<file path="src/rtl/temp_scan_sequencer.sv">
// Round-robin temperature scan over four ADC channels: tracks the hottest valid
// reading per round, flags out-of-range/silent channels, and latches shutdown.
//
// state | meaning
// ------+---------------------------------------------------------------
// IDLE  | waiting for scan_en
// START | one-cycle conversion request on channel ch
// WAIT  | waiting for adc_done, bounded by TIMEOUT cycles
// STORE | classify captured reading, update running max / fault flag
// END   | publish round result, pulse scan_done
// GAP   | GAP_CYCLES idle cycles between rounds
// HALT  | over-temperature shutdown, absorbing until rst
module temp_scan_sequencer #(
  parameter int unsigned NUM_CH        = 4,
  parameter logic [7:0]  MIN_TEMP      = 8'b01100011,
  parameter logic [7:0]  ALARM_TEMP    = 8'b11001000,
  parameter logic [7:0]  SHUTDOWN_TEMP = 8'b11111001,
  parameter int unsigned TIMEOUT       = 16,
  parameter int unsigned GAP_CYCLES    = 8
) (
  input  logic       clk,
  input  logic       rst,
  input  logic       scan_en,
  input  logic       adc_done,
  input  logic [7:0] adc_data,
  output logic       adc_start,
  output logic [1:0] adc_ch,
  output logic [7:0] max_temp,
  output logic [1:0] max_ch,
  output logic       alarm,
  output logic       shutdown,
  output logic [3:0] fault,
  output logic       scan_done
);

  localparam int unsigned TO_W  = $clog2(TIMEOUT + 1);
  localparam int unsigned GAP_W = $clog2(GAP_CYCLES + 1);

  localparam logic [1:0]       LAST_CH  = 2'(NUM_CH - 1);
  localparam logic [TO_W-1:0]  TO_LOAD  = TO_W'(TIMEOUT - 1);
  localparam logic [GAP_W-1:0] GAP_LOAD = GAP_W'(GAP_CYCLES - 1);

  typedef enum logic [2:0] {
    S_IDLE,
    S_START,
    S_WAIT,
    S_STORE,
    S_END,
    S_GAP,
    S_HALT
  } state_t;

  state_t state;
  state_t state_nxt;

  logic [1:0]       ch;
  logic [TO_W-1:0]  to_cnt;
  logic [GAP_W-1:0] gap_cnt;
  logic [7:0]       adc_cap;
  logic [7:0]       run_max;
  logic [1:0]       run_ch;

  logic to_hit;
  logic gap_hit;
  logic last_ch;
  logic cap_hot;
  logic cap_low;

  assign to_hit  = (to_cnt == '0);
  assign gap_hit = (gap_cnt == '0);
  assign last_ch = (ch == LAST_CH);
  assign cap_hot = (adc_cap > SHUTDOWN_TEMP);
  assign cap_low = (adc_cap <= MIN_TEMP);

  always_ff @(posedge clk) begin
    if (rst) begin
      state <= S_IDLE;
    end else begin
      state <= state_nxt;
    end
  end

  // adc_done takes priority over the timeout on the last WAIT cycle
  always_comb begin
    state_nxt = state;
    case (state)
      S_IDLE: begin
        if (scan_en) state_nxt = S_START;
      end
      S_START: begin
        state_nxt = S_WAIT;
      end
      S_WAIT: begin
        if (adc_done) begin
          state_nxt = S_STORE;
        end else if (to_hit) begin
          state_nxt = last_ch ? S_END : S_START;
        end
      end
      S_STORE: begin
        if (cap_hot) begin
          state_nxt = S_HALT;
        end else begin
          state_nxt = last_ch ? S_END : S_START;
        end
      end
      S_END: begin
        state_nxt = S_GAP;
      end
      S_GAP: begin
        if (gap_hit) state_nxt = scan_en ? S_START : S_IDLE;
      end
      S_HALT: begin
        state_nxt = S_HALT;
      end
      default: begin
        state_nxt = S_IDLE;
      end
    endcase
  end

  always_comb begin
    adc_start = (state == S_START);
    scan_done = (state == S_END);
    adc_ch    = ch;
  end

  always_ff @(posedge clk) begin
    if (rst) begin
      ch       <= '0;
      to_cnt   <= '0;
      gap_cnt  <= '0;
      adc_cap  <= '0;
      run_max  <= '0;
      run_ch   <= '0;
      max_temp <= '0;
      max_ch   <= '0;
      alarm    <= 1'b0;
      shutdown <= 1'b0;
      fault    <= '0;
    end else begin
      case (state)
        S_IDLE: begin
          ch <= '0;
        end
        S_START: begin
          to_cnt <= TO_LOAD;
        end
        S_WAIT: begin
          if (adc_done) begin
            adc_cap <= adc_data;
          end else if (to_hit) begin
            fault[ch] <= 1'b1;
            if (!last_ch) ch <= ch + 2'd1;
          end else begin
            to_cnt <= to_cnt - 1'b1;
          end
        end
        S_STORE: begin
          if (cap_hot) begin
            shutdown <= 1'b1;
            alarm    <= 1'b0;
          end else begin
            if (cap_low) begin
              fault[ch] <= 1'b1;
            end else begin
              fault[ch] <= 1'b0;
              // strict compare so ties keep the lower channel
              if (adc_cap > run_max) begin
                run_max <= adc_cap;
                run_ch  <= ch;
              end
            end
            if (!last_ch) ch <= ch + 2'd1;
          end
        end
        S_END: begin
          max_temp <= run_max;
          max_ch   <= run_ch;
          alarm    <= (run_max > ALARM_TEMP);
          run_max  <= '0;
          run_ch   <= '0;
          ch       <= '0;
          gap_cnt  <= GAP_LOAD;
        end
        S_GAP: begin
          if (!gap_hit) gap_cnt <= gap_cnt - 1'b1;
        end
        default: begin
        end
      endcase
    end
  end

endmodule

</file>
<file path="config.mk">
export PLATFORM = sky130hd
export DESIGN_NAME = temp_scan_sequencer
export DESIGN_NICKNAME = d
export VERILOG_FILES = /design/src/rtl/temp_scan_sequencer.sv
export SDC_FILE = /design/constraint.sdc
export NUM_CORES = 1
export LEC_CHECK = 0
export CAP_MARGIN = 20
export CORE_MARGIN = 1.5
export CORE_UTILIZATION = 35
export CTS_CLUSTER_DIAMETER = 50
export DETAILED_ROUTE_END_ITERATION = 10
export PLACE_DENSITY = 0.66
export SYNTH_ARGS = -nofsm -noshare
export SYNTH_HDL_FRONTEND = slang
export SYNTH_SLANG_ARGS = --single-unit
</file>
<file path="constraint.sdc">
create_clock -name clk -period 2.4 [get_ports clk]
set_clock_uncertainty 0.05 [all_clocks]
set_input_delay 0.24 -clock clk [delete_from_list [all_inputs] [get_ports clk]]
set_output_delay 0.24 -clock clk [all_outputs]
set_load 0.03 [all_outputs]
</file>
## Word-level counts from Yosys, hierarchy flattened

Cells that the tools add are included.

- Flip-flop bits (word level): 48
- Output and inout bits: 20
- Logic and storage cells: 96

- Add/subtract/negate cells: 3
- Magnitude comparators: 6
- Equality and inequality tests: 18
- Mux-type cells: 35
- Bitwise gates (word level): 3
- Reductions and logical operators: 19

Operator list:

| operator | number |
|---|---|
| two-way mux 8 bit | 3 |
| case mux 3 bit (7 select lines) | 1 |
| two-way mux 4 bit | 5 |
| != test 2 bit, second input constant | 10 |
| two-way mux 3 bit | 6 |
| > comparator 8 bit, second input constant | 2 |
| case mux 4 bit (2 select lines) | 2 |
| case mux 8 bit (2 select lines) | 1 |
| two-way mux 2 bit | 7 |
| AND reduction 4 bit | 3 |
| two-way mux 5 bit | 2 |
| case mux 5 bit (2 select lines) | 1 |
| equality test 3 bit, second input constant | 3 |
| > comparator 8 bit | 1 |
| less-or-equal comparator 8 x 7 -> 1 bit, second input constant | 1 |
| AND reduction 2 bit | 4 |
| nonzero test 2 bit | 4 |
| equality test 3 x 2 -> 1 bit, second input constant | 2 |
| case mux 2 bit (3 select lines) | 1 |
| AND reduction 3 bit | 2 |
| zero test 5 bit | 1 |
| subtractor 5 x 1 -> 5 bit, second input constant | 1 |
| bitwise AND 4 bit | 1 |
| zero test 4 bit | 1 |
| other kinds (17) | 19 |

## Depth between registers and ports, before layout

- Word-level depth: 9
- Gate-level depth with buffers: 8
- Mapped depth without buffers: 7

## Worst setup path after synthesis

Ideal clock, no wire load.

- Path type: reg-to-reg
- From: register to_cnt[0]
- To: register (tool-made name)
- Library setup time: 0.129 ns
- Arrival time: 1.789 ns
- Data required time: 2.221 ns
- Path slack: 0.432 ns
- Cell stages (with the launch flop): 8
- Path buffers: 0
- Cells stage by stage: dfxtp_1 inv_1 ha_1 or4b_4 or3_1 a21oi_2 and4b_2 nor3_2

RTL lines:

| item | line | source |
|---|---|---|
| start, declared | 57 | `logic [TO_W-1:0] to_cnt;` |
| start signal, assigned | 156 | `to_cnt <= to_cnt - 1'b1;` |

==> run summary <==
The flow ran to the end, and the final reports show no timing, DRC or antenna violations. Total power for the finished layout comes to 1.78 mW. The aggregate global-route resource usage came out at 0.148. The number of setup buffers added after CTS is 0. The simple-gate portion of the synthesized area is 0.234, and the leakage power total is 1.14 nW. In the final routed layout, each cell accounts on average for 12.7 um. The floorplan step defined a die boundary enclosing 7380 um2. After filler insertion, the fill cell instance count of the layout stands at 687. The number of distinct library cells after synthesis is 43, and the average cell area after synthesis is 8.15 um2.

The tools report the final routed DRC violation total as 0. The total area inside the core boundary comes to 6720 um2. The minimum setup slack in the final design is 273 ps. The cell type with the largest total area after synthesis was sky130_fd_sc_hd__dfxtp_1. By area, the combinational part of the netlist is dominated by simple AND/OR/NAND/NOR gates.

Row generation in the floorplan step produced 30 rows. The worst hold path begins at shutdown. In this run the deepest clock path goes through 2 buffers. The number of max-cap violations came out at 0. The tree built by TritonCTS fans out to 48 sinks. The placed instances occupy a cell area of 2830 um2. The diode insertion count for antenna repair is 0, and the sequential cell area fraction in the yosys report is 0.400. The worst register-to-register path has a setup slack of 270 ps.

Adder-cell share of the synthesized area: 0.0780. The maximum fanout along the worst path was 6. Setup repair after global routing left no endpoint under its margin.

Yosys attributes the largest share of cell area to sky130_fd_sc_hd__dfxtp_1 (40%), sky130_fd_sc_hd__nand2_1 (9.1%), sky130_fd_sc_hd__ha_1 (7.8%). The root buffer cell chosen for the clock tree is sky130_fd_sc_hd__clkbuf_8. The shortest period the worst path allows is 2130 ps.

The tools report the number of global-route vias before repair as 1,973. The die width works out to 85.9 um. The synthesized netlist occupies a cell area of 2400 um2. For this run, the number of Yosys warnings is 0. The tools report the detailed placement HPWL as 3.82 mm. Clock latency at the later pin of the worst-skew pair: 300 ps.

The post-synthesis share of cell area spent on xor and xnor gates was 0.0182. The count of pins over their slew limit was 0; the number of enable flip-flop cells after synthesis was 0. For the number of buffers created by CTS, the log shows 5.

The number of failing hold endpoints at the final stage was 0; the maximum VDD drop was 264 uV. The clock-pin slew on the worst setup and hold paths is 90 ps. Measured along the y axis, the die boundary spans 85.9 um.

Prior to clock tree synthesis, the placed netlist has a worst setup slack of 284 ps. The footprint of the multi-input gates is 1320 um2. In this run, synthesis produced a sequential element count of 48.

Using the TritonRoute via totals, the vias-per-cell ratio works out to 5.12. The slew at the pin with the worst max-slew slack is 681 ps. Once the clock tree was built, the resizer swapped 0 gates to a different size.

At the worst endpoint, the arrival time is 2260 ps. In this run the number of H-tree levels came out at 2. Setup-violating endpoint count in the final report: 0.

Summing all flip-flop and latch instances after layout gives 961 um2. The global-route wire length before repair is 8.87 mm, and the area fraction of the dominant cell type after synthesis is 0.400. The number of routed nets with antenna violations came out at 0.

Counting tap cells, the placed design contains a total of 401 instances. The critical path data required time came out at 2530 ps. The path class of the tightest hold or removal check is flop to flop.

Before antenna repair, the detailed router went through 4 iterations. Initial standard-cell utilization of the core: 0.358. The final core utilization is 0.437. The share of final-layout standard cells stronger than drive strength 1 came out at 0.0699.

The tools report the violation count after the first detailed-route iteration as 88. The tools report the startpoint of the most critical register-to-register path as to_cnt[0]. Hold is met by 399 ps. The number of cells in the finished layout apart from fillers was 409; the worst hold path depth was 2. Derived from the worst setup path, the maximum achievable clock frequency is 470 MHz.

The worst setup path is launched from a flop. The residual overflow from global routing was 0; the port buffer count was 31. In this run the count of I/O pins placed on the die edge is 32.

The tools report the initial antenna violation count as 0. Depth of the worst register-to-register path: 7. The tools report the total via count in the routed design as 2,094. The worst hold path terminates at shutdown. The area fraction in compound gates after synthesis is 0.159. The capturing element type of the critical path is a flop. Proportion of register bits with asynchronous set or reset after synthesis: 0. The number of nets in the synthesized netlist came out at 322. The final clock period utilization by the worst path was 0.886. TritonCTS built the clock tree. Compared with the post-synthesis result, the final layout area differs by 22.0%. After technology mapping, the gate count stands at 295.

The final layout contains routed wiring with a total length of 5.21 mm. The final layout contains 355 nets. The largest net degree at the start of global routing was 50; the number of buffers inserted by hold repair at cts was 0. Setup total negative slack on the finished layout was measured at 0 ps. The mux contribution to synthesized area works out to 0.0588. The headroom to the max-slew limit was 0.544. The final design area excluding fillers was 2930 um2.

For this run, the leading register cell type out of synthesis is sky130_fd_sc_hd__dfxtp_1. At the end of routability-driven placement, the weighted congestion stood at 0.851. For this design the ratio of total power to cell area is 608 nW/um2. The classification of the worst setup path was flop to flop.
==> final cells by class <==
class | instances | area share
clock inverter | 2 | 0.0119
timing repair buffer | 39 | 0.125
multi-input combinational | 214 | 0.451
inverter | 20 | 0.0256
sequential | 48 | 0.328
tap | 80 | 0.0341
clock buffer | 6 | 0.0247
==> cell usage in the layout, fill, tap and decap left out, drive strengths merged, types with 2 or more instances in the layout <==
cell and n:
mux2i 13, dfxtp 48, buf 9, nor2b 3, nand3 6, nor2 12
o31ai 3, o211ai 2, nand4 4, xor2 5, and2 2, clkbuf 6
inv 20, clkdlybuf4s50 30, nand2 58, o21a 2, o21ai 8, a21boi 2
nor3 7, nand2b 16, a31oi 3, or3 4, ha 15, a21oi 32
==> synthesized netlist by cell type (2+ instances only) <==
| cell type | count |
|---|---|
| sky130_fd_sc_hd__clkbuf_1 | 10 |
| sky130_fd_sc_hd__o211ai_1 | 2 |
| sky130_fd_sc_hd__and2_1 | 2 |
| sky130_fd_sc_hd__a21oi_1 | 31 |
| sky130_fd_sc_hd__xor2_1 | 5 |
| sky130_fd_sc_hd__ha_1 | 15 |
| sky130_fd_sc_hd__nand4_1 | 4 |
| sky130_fd_sc_hd__o21ai_0 | 8 |
| sky130_fd_sc_hd__o31ai_1 | 3 |
| sky130_fd_sc_hd__nand3_1 | 6 |
| sky130_fd_sc_hd__nor3_1 | 6 |
| sky130_fd_sc_hd__nor2b_1 | 3 |
| sky130_fd_sc_hd__mux2i_1 | 13 |
| sky130_fd_sc_hd__a31oi_1 | 3 |
| sky130_fd_sc_hd__inv_1 | 20 |
| sky130_fd_sc_hd__o21a_1 | 2 |
| sky130_fd_sc_hd__nor2_1 | 12 |
| sky130_fd_sc_hd__or3_1 | 4 |
| sky130_fd_sc_hd__dfxtp_1 | 48 |
| sky130_fd_sc_hd__buf_2 | 2 |
| sky130_fd_sc_hd__a21boi_0 | 2 |
| sky130_fd_sc_hd__nand2b_1 | 16 |
| sky130_fd_sc_hd__nand2_1 | 58 |
==> cell families after synthesis <==
| family | Yosys count |
|---|---|
| simple gates | 117 |
| mux | 14 |
| xor+xnor | 5 |
| compound gates | 63 |
| buf+inv | 33 |
| fa+ha+maj | 15 |
| flops | 48 |
==> power by group <==
| part | leakage [nW] | total, mW | switching [mW] | internal, mW |
|---|---|---|---|---|
| Sequential | 0.388 | 0.880 | 0.0471 | 0.833 |
| Combinational | 0.700 | 0.325 | 0.173 | 0.152 |
| Clock | 0.0552 | 0.579 | 0.270 | 0.309 |
==> worst max-delay path: stages (launching register included) <==
cell and delay [ps]:
sky130_fd_sc_hd__dfxtp_1 350, sky130_fd_sc_hd__inv_1 90, sky130_fd_sc_hd__ha_1 140, sky130_fd_sc_hd__or4b_4 500
sky130_fd_sc_hd__or3_1 340, sky130_fd_sc_hd__a21oi_2 240, sky130_fd_sc_hd__and4b_2 260, sky130_fd_sc_hd__nor3_2 40
==> metal layers <==
layer  GRT usage  routed length (um)
met5           0                   0
met4      0.0293                  36
met3      0.0337                 165
met2       0.268                2660
met1       0.179                2340
==> registers in the layout, summed over array words and instances, names as in the netlist, named ones only <==
signal	cells
gap_cnt	4
run_ch	2
max_ch	2
to_cnt	5
max_temp	8
state	3
run_max	8
alarm	1
shutdown	1
adc_ch	2
adc_cap	8
==> how the worst max path moves through the flow <==
stage	to	from	cells past startpoint	slack, ps
5_1_grt	adc_start	state[0]	3	170
6_report	flop	to_cnt[0]	7	270
3_5_place_dp	flop	to_cnt[0]	7	280
2_1_floorplan	flop	to_cnt[0]	7	430
3_3_place_gp	flop	to_cnt[0]	7	340
4_1_cts	adc_start	state[0]	3	260
Note: power is estimated with default switching activity, not from simulation.
